[config.mk]
export PLATFORM = sky130hd
export DESIGN_NAME = parking_car_emulator
export DESIGN_NICKNAME = d
export VERILOG_FILES = /design/src/rtl/parking_car_emulator.sv
export SDC_FILE = /design/constraint.sdc
export NUM_CORES = 1
export LEC_CHECK = 0
export ABC_AREA = 1
export CORE_MARGIN = 2
export CORE_UTILIZATION = 47
export CTS_BUF_LIST = sky130_fd_sc_hd__clkbuf_8
export DETAILED_ROUTE_END_ITERATION = 10
export PLACE_DENSITY = 0.75
export SETUP_SLACK_MARGIN = 0.1
export SLEW_MARGIN = 40
export SYNTH_ARGS = -nofsm -noshare
export SYNTH_HDL_FRONTEND = slang
export SYNTH_SLANG_ARGS = --single-unit
[constraint.sdc]
create_clock -name clk -period 1.9 [get_ports clk]
set_input_delay 0.475 -clock clk [delete_from_list [all_inputs] [get_ports clk]]
set_output_delay 0.475 -clock clk [all_outputs]
set_load 0.005 [all_outputs]
[src/rtl/parking_car_emulator.sv]
// ---------------------------------------------------------------------------
// ParkingCarEmulator (module parking_car_emulator)
//
// Purpose:
//    Sensor-side stimulus generator for the parking-lot occupancy counter.
//    A single-cycle enter or exit request becomes the four-phase two-sensor
//    blocking sequence that the counter decodes. The sensor outputs are
//    active-low, like the physical buttons, so they can feed the debouncer
//    inputs directly. The block also keeps its own occupancy model, which
//    hardware self-test can compare against the counter's display value.
//
// Parameters:
//    PHASE_CYCLES  clock cycles each sensor phase is held (must exceed the
//                  debounce time; default 2_500_000 = 50 ms at 50 MHz)
//    CAP           maximum occupancy, 1..15
//
// Ports:
//    clk        in   clock
//    rst_n      in   asynchronous, active-low reset
//    req_enter  in   request one entering car (sampled every cycle)
//    req_exit   in   request one exiting car (sampled every cycle)
//    a_low      out  sensor a, active-low (0 = blocked), registered
//    b_low      out  sensor b, active-low (0 = blocked), registered
//    busy       out  a sequence is in progress
//    done       out  one-cycle tick when a sequence completes
//    err        out  one-cycle tick when a request is refused
//    occ        out  model occupancy
//
// Configuration macro:
//    CAR_OCC_GUARD_EN  when defined, an enter at occ == CAP and an exit at
//                      occ == 0 are refused with an err tick. When undefined,
//                      every single request is accepted and occ wraps
//                      modulo 16, matching the counter's mod-16 behaviour.
// ---------------------------------------------------------------------------
module parking_car_emulator #(
   parameter int unsigned PHASE_CYCLES = 2_500_000,
   parameter int unsigned CAP          = 15
) (
   input  logic       clk,
   input  logic       rst_n,
   input  logic       req_enter,
   input  logic       req_exit,
   output logic       a_low,
   output logic       b_low,
   output logic       busy,
   output logic       done,
   output logic       err,
   output logic [3:0] occ
);

   // A one-cycle phase still needs a one-bit counter.
   localparam int unsigned CW = (PHASE_CYCLES > 1) ? $clog2(PHASE_CYCLES) : 1;
   localparam logic [CW-1:0] PHASE_LAST = CW'(PHASE_CYCLES - 1);
   localparam logic [3:0]    CAP_OCC    = 4'(CAP);

`ifdef CAR_OCC_GUARD_EN
   localparam bit GUARD_EN = 1'b1;
`else
   localparam bit GUARD_EN = 1'b0;
`endif

   typedef enum logic [2:0] {
      IDLE,
      P1,
      P2,
      P3,
      GAP
   } state_t;

   state_t        state_q,    state_d;
   logic [CW-1:0] phaseCnt_q, phaseCnt_d;
   logic          dir_q,      dir_d;
   logic [3:0]    occ_q,      occ_d;
   logic          aLow_q,     aLow_d;
   logic          bLow_q,     bLow_d;
   logic          busy_q,     busy_d;
   logic          done_q,     done_d;
   logic          err_q,      err_d;

   logic onlyEnter;
   logic onlyExit;
   logic enterOk;
   logic exitOk;
   logic refuse;
   logic phaseEnd;
   logic aBlocked;
   logic bBlocked;

   // Request qualification. Simultaneous requests are always refused. With
   // the guard enabled, an enter at capacity or an exit from an empty lot is
   // refused as well; without it the guard terms are constant-false.
   always_comb begin
      onlyEnter = req_enter & ~req_exit;
      onlyExit  = req_exit & ~req_enter;
      enterOk   = onlyEnter & ~(GUARD_EN & (occ_q == CAP_OCC));
      exitOk    = onlyExit  & ~(GUARD_EN & (occ_q == 4'd0));
      refuse    = (req_enter & req_exit)
                | (onlyEnter & ~enterOk)
                | (onlyExit  & ~exitOk);
   end

   // Sequencer. Every non-idle state is held for exactly PHASE_CYCLES cycles
   // using a counter that restarts at zero on each phase boundary. The
   // occupancy model changes only when GAP completes, so a sequence cut
   // short by reset never touches occ.
   always_comb begin
      state_d    = state_q;
      phaseCnt_d = phaseCnt_q;
      dir_d      = dir_q;
      occ_d      = occ_q;
      done_d     = 1'b0;
      err_d      = 1'b0;
      phaseEnd   = (phaseCnt_q == PHASE_LAST);

      if (state_q != IDLE) begin
         phaseCnt_d = phaseEnd ? '0 : phaseCnt_q + CW'(1);
      end

      case (state_q)
         IDLE: begin
            phaseCnt_d = '0;
            if (enterOk) begin
               state_d = P1;
               dir_d   = 1'b0;
            end else if (exitOk) begin
               state_d = P1;
               dir_d   = 1'b1;
            end else if (refuse) begin
               err_d = 1'b1;
            end
         end
         P1: begin
            if (phaseEnd) begin
               state_d = P2;
            end
         end
         P2: begin
            if (phaseEnd) begin
               state_d = P3;
            end
         end
         P3: begin
            if (phaseEnd) begin
               state_d = GAP;
            end
         end
         GAP: begin
            if (phaseEnd) begin
               state_d = IDLE;
               done_d  = 1'b1;
               occ_d   = dir_q ? (occ_q - 4'd1) : (occ_q + 4'd1);
            end
         end
         default: begin
            state_d    = IDLE;
            phaseCnt_d = '0;
         end
      endcase
   end

   // Sensor levels are decoded from the *next* state so the registered
   // outputs change on the same edge as the state. Enter blocks a first,
   // exit blocks b first; the middle phase blocks both. Consecutive phases
   // differ in only one sensor, so a and b never toggle together.
   always_comb begin
      aBlocked = 1'b0;
      bBlocked = 1'b0;
      case (state_d)
         P1: begin
            aBlocked = ~dir_d;
            bBlocked = dir_d;
         end
         P2: begin
            aBlocked = 1'b1;
            bBlocked = 1'b1;
         end
         P3: begin
            aBlocked = dir_d;
            bBlocked = ~dir_d;
         end
         default: begin
            aBlocked = 1'b0;
            bBlocked = 1'b0;
         end
      endcase
      aLow_d = ~aBlocked;
      bLow_d = ~bBlocked;
      busy_d = (state_d != IDLE);
   end

   // State and output registers. Reset releases both sensors (high = clear).
   always_ff @(posedge clk or negedge rst_n) begin
      if (!rst_n) begin
         state_q    <= IDLE;
         phaseCnt_q <= '0;
         dir_q      <= 1'b0;
         occ_q      <= 4'd0;
         aLow_q     <= 1'b1;
         bLow_q     <= 1'b1;
         busy_q     <= 1'b0;
         done_q     <= 1'b0;
         err_q      <= 1'b0;
      end else begin
         state_q    <= state_d;
         phaseCnt_q <= phaseCnt_d;
         dir_q      <= dir_d;
         occ_q      <= occ_d;
         aLow_q     <= aLow_d;
         bLow_q     <= bLow_d;
         busy_q     <= busy_d;
         done_q     <= done_d;
         err_q      <= err_d;
      end
   end

   assign a_low = aLow_q;
   assign b_low = bLow_q;
   assign busy  = busy_q;
   assign done  = done_q;
   assign err   = err_q;
   assign occ   = occ_q;

endmodule

==> impl_results.md, run 1 <==
- CTS tree: built
- Cell area after synthesis: roughly 0.0021 sq mm
- FFs w/ async S/R, synth: 100%
- Area occupied by multi-input gates: between 0.001 and 0.0015 sq mm
- Worst r2r dst: a_low
- Worst-path clk slew: 0.07 ns
- Slew @ Worst Pin: roughly 0.36 ns
- Worst Hold End: phaseCnt_q[0]
- Largest family of logic cells by synthesized area: simple AND/OR/NAND/NOR gates
- Share of the synthesized area in the top cell type: 39.4%
- Post-DR wirelength/cell: between 10 and 15 um
- Root Buffer: clkbuf_8
- Post-Place Setup Slack: around 0.15 ns
- Final min period: approximately 1.8 ns
- Vias in the first global route: around 1600
- Hold_buf cts: 0
- Final hold viol count: 0
- CTS resizes: 0
- Synth area leader: dfrtp_1
- Post-synthesis compound-gate area fraction: 6.15%
- Total Routing Usage GR: 18.2%
- Setup Fix Bufs, Post-CTS: 0
- Setup ws final: ~0.14 ns
- Commonest non-fill, non-tap cell in the layout: nand2_1
- Final period util: about 92%
- Core area: around 0.0043 sq mm
- Port Buffers: 12
- Nets: ~280
- F_max: about 570 MHz
- Clock buffer depth: 2
- Synth Area in Simple Gates: between 30% and 40%
- Worst Path Buf+Inv: 1
- First-pass GRT wire length: around 7200 um
- Commonest non-fill, non-tap cells in the layout: nand2_1, dfrtp_1, nor2_1
- Mapped Cells: 251
- 1st-pass router iterations: 4
- Max_cap viols: 0
- Pwr per Cell Area: approximately 580 mW/mm^2
- DRT iter0 DRCs: 58
- Sink Count: 35
- GPL Wtd Cong: between 0.8 and 0.9
- Crit path max fanout: 1
- Max-slew violation count: 0
- Slew margin rel.: about three quarters
- CP cell instances: clkdlybuf4s50_1
- RSZ-0062 raised after global routing: no
- Vias/cell: 5.05
- Final wirelength: slightly above 4000 um
- Max incr delay on CP: around 0.51 ns
- Crit start category: register
- Family with the most delay on the worst path: flip-flops
- Remaining DRCs: 0
- H-tree depth: 2
- Worst R2R Start: phaseCnt_q[0]
- Std cell rows: 24
- Post-synthesis adder-cell area fraction: under 10%
- Height of the die: about 70 um
- Syn_area_per_cell: approximately 8.3 sq um
- Antenna cells: 0
- Mux cell area share after synthesis: 0%
- Largest net degree at the start of global routing: 36
- Routed Antenna Nets: 0
- Vias: roughly 1600
- Synthesis-to-layout area growth: 14.3%
- Synthesized Nets: between 200 and 300
- Worst Setup End Kind: output port
- Crit path arrival time: 1.28 ns
- Number of synthesized flops with an enable pin: 0
- Final-layout fill cell count: between 400 and 500
- Width of the die: slightly above 70 um
- Die area: 0.00501 sq mm
- Min-delay worst type: reg -> reg
- Clock Skews: around 0.007 ns
- Distinct cells, synth: 32
- FF-to-FF setup slack: 0.28 ns
- Worst skew pair latency: around 0.29 ns
- Outcome: finished, final reports clean
- Num CTS Buffers: 5
- Setup TNS: 0 ns
- Final setup vio count: 0
- Post-synth top flop: dfrtp_1
- Starting density of the core: about half
- Ys Warns: 0
- Initial antenna violation count: 0
- HPWL Detailed: 3110 um
- Dominant cells by area after synthesis: dfrtp_1, nand2_1, nor2_1, inv_1, xor2_1
- Reg area: between 800 and 900 sq um
- Xor/xnor cell area share of the yosys netlist: under 10%
- Sequential share of the synthesized area: between 40% and 50%
- IO Pins: 13
- Post-synthesis register bit count: 35
- Static leakage: ~1.1 nW
- Slowest-stage cell, CP: dfstp_2
- CP required: around 1.4 ns
- Hold depth: 1
- R2R depth: 12
- GR Overflow Total: 0
- Worst-case vdd ir drop: between 0.0003 and 0.0004 V
- Layout cells sized above 1: 22.5%
- Critical path type: reg -> out
- Worst Hold Launch: phaseCnt_q[0]
[where the power goes]
part | total (W) | internal [W] | switching [W]
clock network | 0.000584 | 0.000325 | 0.000259
registers | 0.000752 | 0.000750 | 0.00000172
logic | 0.0000453 | 0.0000184 | 0.0000269
total | 0.00138 | 0.00109 | 0.000287
[cell type report]
class | count | share of cell area, %
Clock buffer | 7 | 4.02
Clock inverter | 1 | 0.157
Inverter | 42 | 6.63
Multi-Input combinational cell | 172 | 43.6
Sequential cell | 35 | 36.7
Tap cell | 52 | 2.72
Timing Repair Buffer | 14 | 6.27
[per-layer routing]
metal | global-route usage (%) | routed length, um | vias up
met5 | 0 | 0 | -
met4 | 5.03 | 53 | 0
met3 | 4.27 | 132 | 7
met2 | 29.9 | 1970 | 26
li1 | - | - | 831
met1 | 24.1 | 1940 | 766
[Yosys cell counts, types with 2 or more instances]
cell / count
inv_1: 29
nor2_2: 5
inv_2: 12
nand4_1: 3
xnor2_1: 3
a21oi_2: 2
a21oi_1: 8
nand2_2: 8
nand3_4: 3
dfrtp_1: 33
nor3_1: 15
nand3_2: 6
nor3_2: 2
o21ai_1: 2
o21a_1: 3
nand2_4: 2
o21ai_0: 4
nor2_1: 33
nor4_1: 2
buf_6: 2
nand3_1: 11
nor2_4: 5
nand2_1: 38
xor2_1: 9
ha_1: 3
dfstp_2: 2
[worst max path at each step]
| stage | from | to | depth (start not counted) |
|---|---|---|---|
| finish | a_low | a_low | 1 |
| global route | a_low | a_low | 1 |
| CTS | b_low | b_low | 1 |
| detailed placement | req_exit | busy | 7 |
| global placement | req_enter | b_low | 9 |
| floorplan | phaseCnt_q[0] | busy | 11 |
[stage by stage]
step           total power [W]  cells  utilization, %  area (sq um)  hold WS, ns
3_5_place_dp          0.000813    315            52.9          2290        0.457
3_3_place_gp          0.000810    315            52.9          2290        0.455
4_1_cts                0.00141    323            55.2          2390        0.466
6_report               0.00138    323            55.4          2400        0.461
5_1_grt                0.00143    323            55.4          2400        0.485
2_1_floorplan         0.000778    251               -          2100        0.179
[registers in the layout (all words and copies together), names as in the netlist]
name	count
err	1
b_low	1
busy	1
occ	4
state_q	3
dir_q	1
a_low	1
phaseCnt_q	22
done	1
[kinds of logic (layout without fill, tap and decap cells)]
| kind of cell | Yosys count | count (layout) |
|---|---|---|
| buffers and inverters | 44 | 64 |
| xor gates and xnor gates | 12 | 12 |
| and+or+nand+nor | 135 | 135 |
| AOI/OAI and AO/OA | 21 | 21 |
| DFF | 35 | 35 |
| adders and majority gates | 4 | 4 |
(Power assumes the default switching activity.)
==> run 2, diff against run 1 <==
--- a/config.mk
+++ b/config.mk
@@ -6,6 +6,7 @@
 export NUM_CORES = 1
 export LEC_CHECK = 0
 export ABC_AREA = 1
+export ABC_CLOCK_PERIOD_IN_PS = 1900
 export CORE_MARGIN = 2
 export CORE_UTILIZATION = 47
 export CTS_BUF_LIST = sky130_fd_sc_hd__clkbuf_8
==> results of run 2 <==
No change in the layout: final DEF, timing and power equal those of run 1.
==> run 3, diff against run 2 <==
--- a/config.mk
+++ b/config.mk
@@ -9,7 +9,6 @@
 export ABC_CLOCK_PERIOD_IN_PS = 1900
 export CORE_MARGIN = 2
 export CORE_UTILIZATION = 47
-export CTS_BUF_LIST = sky130_fd_sc_hd__clkbuf_8
 export DETAILED_ROUTE_END_ITERATION = 10
 export PLACE_DENSITY = 0.75
 export SETUP_SLACK_MARGIN = 0.1
==> run 3 against run 2 <==
Net effect:
- setup slack about the same
- flip-flop and latch count unchanged
- design area unchanged
- clock skew about the same
- count of clock-buffer cells in the layout up 1
- utilization unchanged
==> impl_results.md, run 3 (synthesis gave the netlist of run 1 again) <==
- Outcome: finished, final reports clean
- DP Cell Count: 315 (unchanged)
- Antenna cells: 0 (unchanged)
- Starting density of the core: 48.5% (unchanged)
- Nets: 278 (unchanged)
- GR Overflow Total: 0 (unchanged)
- Slew @ Worst Pin: 0.358 ns (+0.000874 ns)
- Hold_buf cts: 0 (unchanged)
- FF-to-FF setup slack: 0.28 ns (about the same)
- Final hold viol count: 0 (unchanged)
- Final min period: 1.76 ns (+0.000321 ns)
- Pwr per Cell Area: 579 mW/mm^2 (+0.39%)
- Final-layout fill cell count: 404 (unchanged)
- Hold depth: 1 (unchanged)
- Core area: 0.00432 sq mm (unchanged)
- Vias/cell: 5.11 (+1.3%)
- Largest Register: phaseCnt_q
- Post-Place Setup Slack: 0.150 ns (unchanged)
- Clock Skews: 0.00708 ns (+0.000142 ns)
- Crit path arrival time: 1.28 ns (about the same)
- Family with the most delay on the worst path: flip-flops
- Layout cells sized above 1: 22.5% (unchanged)
- Initial antenna violation count: 0 (unchanged)
- Crit start category: register
- Largest register FFs: 22 (unchanged)
- Vias in the first global route: 1615 (unchanged)
- Sink Count: 35 (unchanged)
- Max incr delay on CP: 0.51 ns (about the same)
- Port Buffers: 12 (unchanged)
- Crit path max fanout: 1 (unchanged)
- Post-DR wirelength/cell: 12.8 um (+1.0%)
- First-pass GRT wire length: 7200 um (unchanged)
- Worst Hold Launch: phaseCnt_q[0]
- Critical path type: reg -> out
- Worst-path clk slew: 0.07 ns (about the same)
- Clock buffer depth: 2 (unchanged)
- Static leakage: 1.05 nW (-0.39%)
- Worst Setup End Kind: output port
- CP cell instances: clkdlybuf4s50_1
- CTS tree: built
- HPWL Detailed: 3110 um (unchanged)
- Max_cap viols: 0 (unchanged)
- Routed Antenna Nets: 0 (unchanged)
- Final wirelength: 4140 um (+1.0%)
- Worst Path Buf+Inv: 1 (unchanged)
- Vias: 1651 (+1.3%)
- Worst r2r dst: a_low
- Width of the die: 70.8 um (unchanged)
- Largest net degree at the start of global routing: 36 (unchanged)
- Commonest non-fill, non-tap cell in the layout: nand2_1
- Worst R2R Start: phaseCnt_q[0]
- H-tree depth: 2 (unchanged)
- Min-delay worst type: reg -> reg
- DRT iter0 DRCs: 59 (+1.7%)
- Num CTS Buffers: 5 (unchanged)
- CP required: 1.42 ns (about the same)
- Root Buffer: clkbuf_8
- Slew margin rel.: 75.9% (about the same)
- Die area: 0.00501 sq mm (unchanged)
- Std cell rows: 24 (unchanged)
- Height of the die: 70.8 um (unchanged)
- Setup ws final: 0.144 ns (-0.000321 ns)
- Final setup vio count: 0 (unchanged)
- GPL Wtd Cong: 0.822 (unchanged)
- R2R depth: 12 (unchanged)
- Worst Hold End: phaseCnt_q[0]
- Synthesis-to-layout area growth: 14.3% (unchanged)
- Final period util: 92.4% (about the same)
- Slowest-stage cell, CP: dfstp_2
- Remaining DRCs: 0 (unchanged)
- IO Pins: 13 (unchanged)
- 1st-pass router iterations: 4 (unchanged)
- Total Routing Usage GR: 18.2% (unchanged)
- Worst skew pair latency: 0.29 ns (about the same)
- RSZ-0062 raised after global routing: no
- F_max: 570 MHz (about the same)
- Setup TNS: 0 ns (unchanged)
- Max-slew violation count: 0 (unchanged)
- Commonest non-fill, non-tap cells in the layout: nand2_1, dfrtp_1, nor2_1
- Worst-case vdd ir drop: 0.000368 V (about the same)
- Post-layout instance count excluding filler cells: 323 (unchanged)
==> run 3: cell types whose count changed in the layout (fill, tap and decap cells not counted) <==
cell and change:
clkbuf_1 +1, inv_1 -1
==> run 3: repair_timing <==
item,in CTS,in global routing
buffers inserted,0,0
setup endpoints to repair,0,11
resized for setup,0,3
==> run 3: how the worst max path moves through the flow <==
stage / startpoint / endpoint / slack, ns / depth (start not counted)
5_1_grt: a_low / a_low / 0.11 / 1
4_1_cts: b_low / b_low / 0.11 / 1
2_1_floorplan: phaseCnt_q[0] / busy / 0.48 / 11
3_3_place_gp: req_enter / b_low / 0.19 / 9
3_5_place_dp: req_exit / busy / 0.15 / 7
6_report: a_low / a_low / 0.14 / 1
==> run 3: stage by stage <==
stage	util, %	total power, W	hold slack (ns)	area [sq um]
6_report	55.4	0.00139	0.461	2400
5_1_grt	55.4	0.00143	0.485	2400
4_1_cts	55.2	0.00141	0.466	2390
3_5_place_dp	52.9	0.000813	0.457	2290
3_3_place_gp	52.9	0.000810	0.455	2290
2_1_floorplan	-	0.000778	0.179	2100
==> run 3: area by class of cell <==
type / count / area, sq um / area share [%]
clock buffer: 8 / 100 / 4.18
tap: 52 / 65.1 / 2.72
timing repair buffer: 14 / 150 / 6.27
sequential: 35 / 878 / 36.7
multi-input combinational: 172 / 1040 / 43.6
inverter: 42 / 159 / 6.63
==> run 3: metal layers <==
layer	GRT usage [%]	up-vias	wire, um	share of wire, %
met5	0	-	0	0
li1	-	829	-	-
met1	24.1	783	1940	47
met2	29.9	32	2000	48
met4	5.03	0	53	1.3
met3	4.27	7	146	3.5
==> run 3: report_power, final <==
group / internal [W] / total, W / switching, W
Sequential: 0.000750 / 0.000752 / 0.00000170
Clock: 0.000331 / 0.000589 / 0.000259
Combinational: 0.0000184 / 0.0000454 / 0.0000270
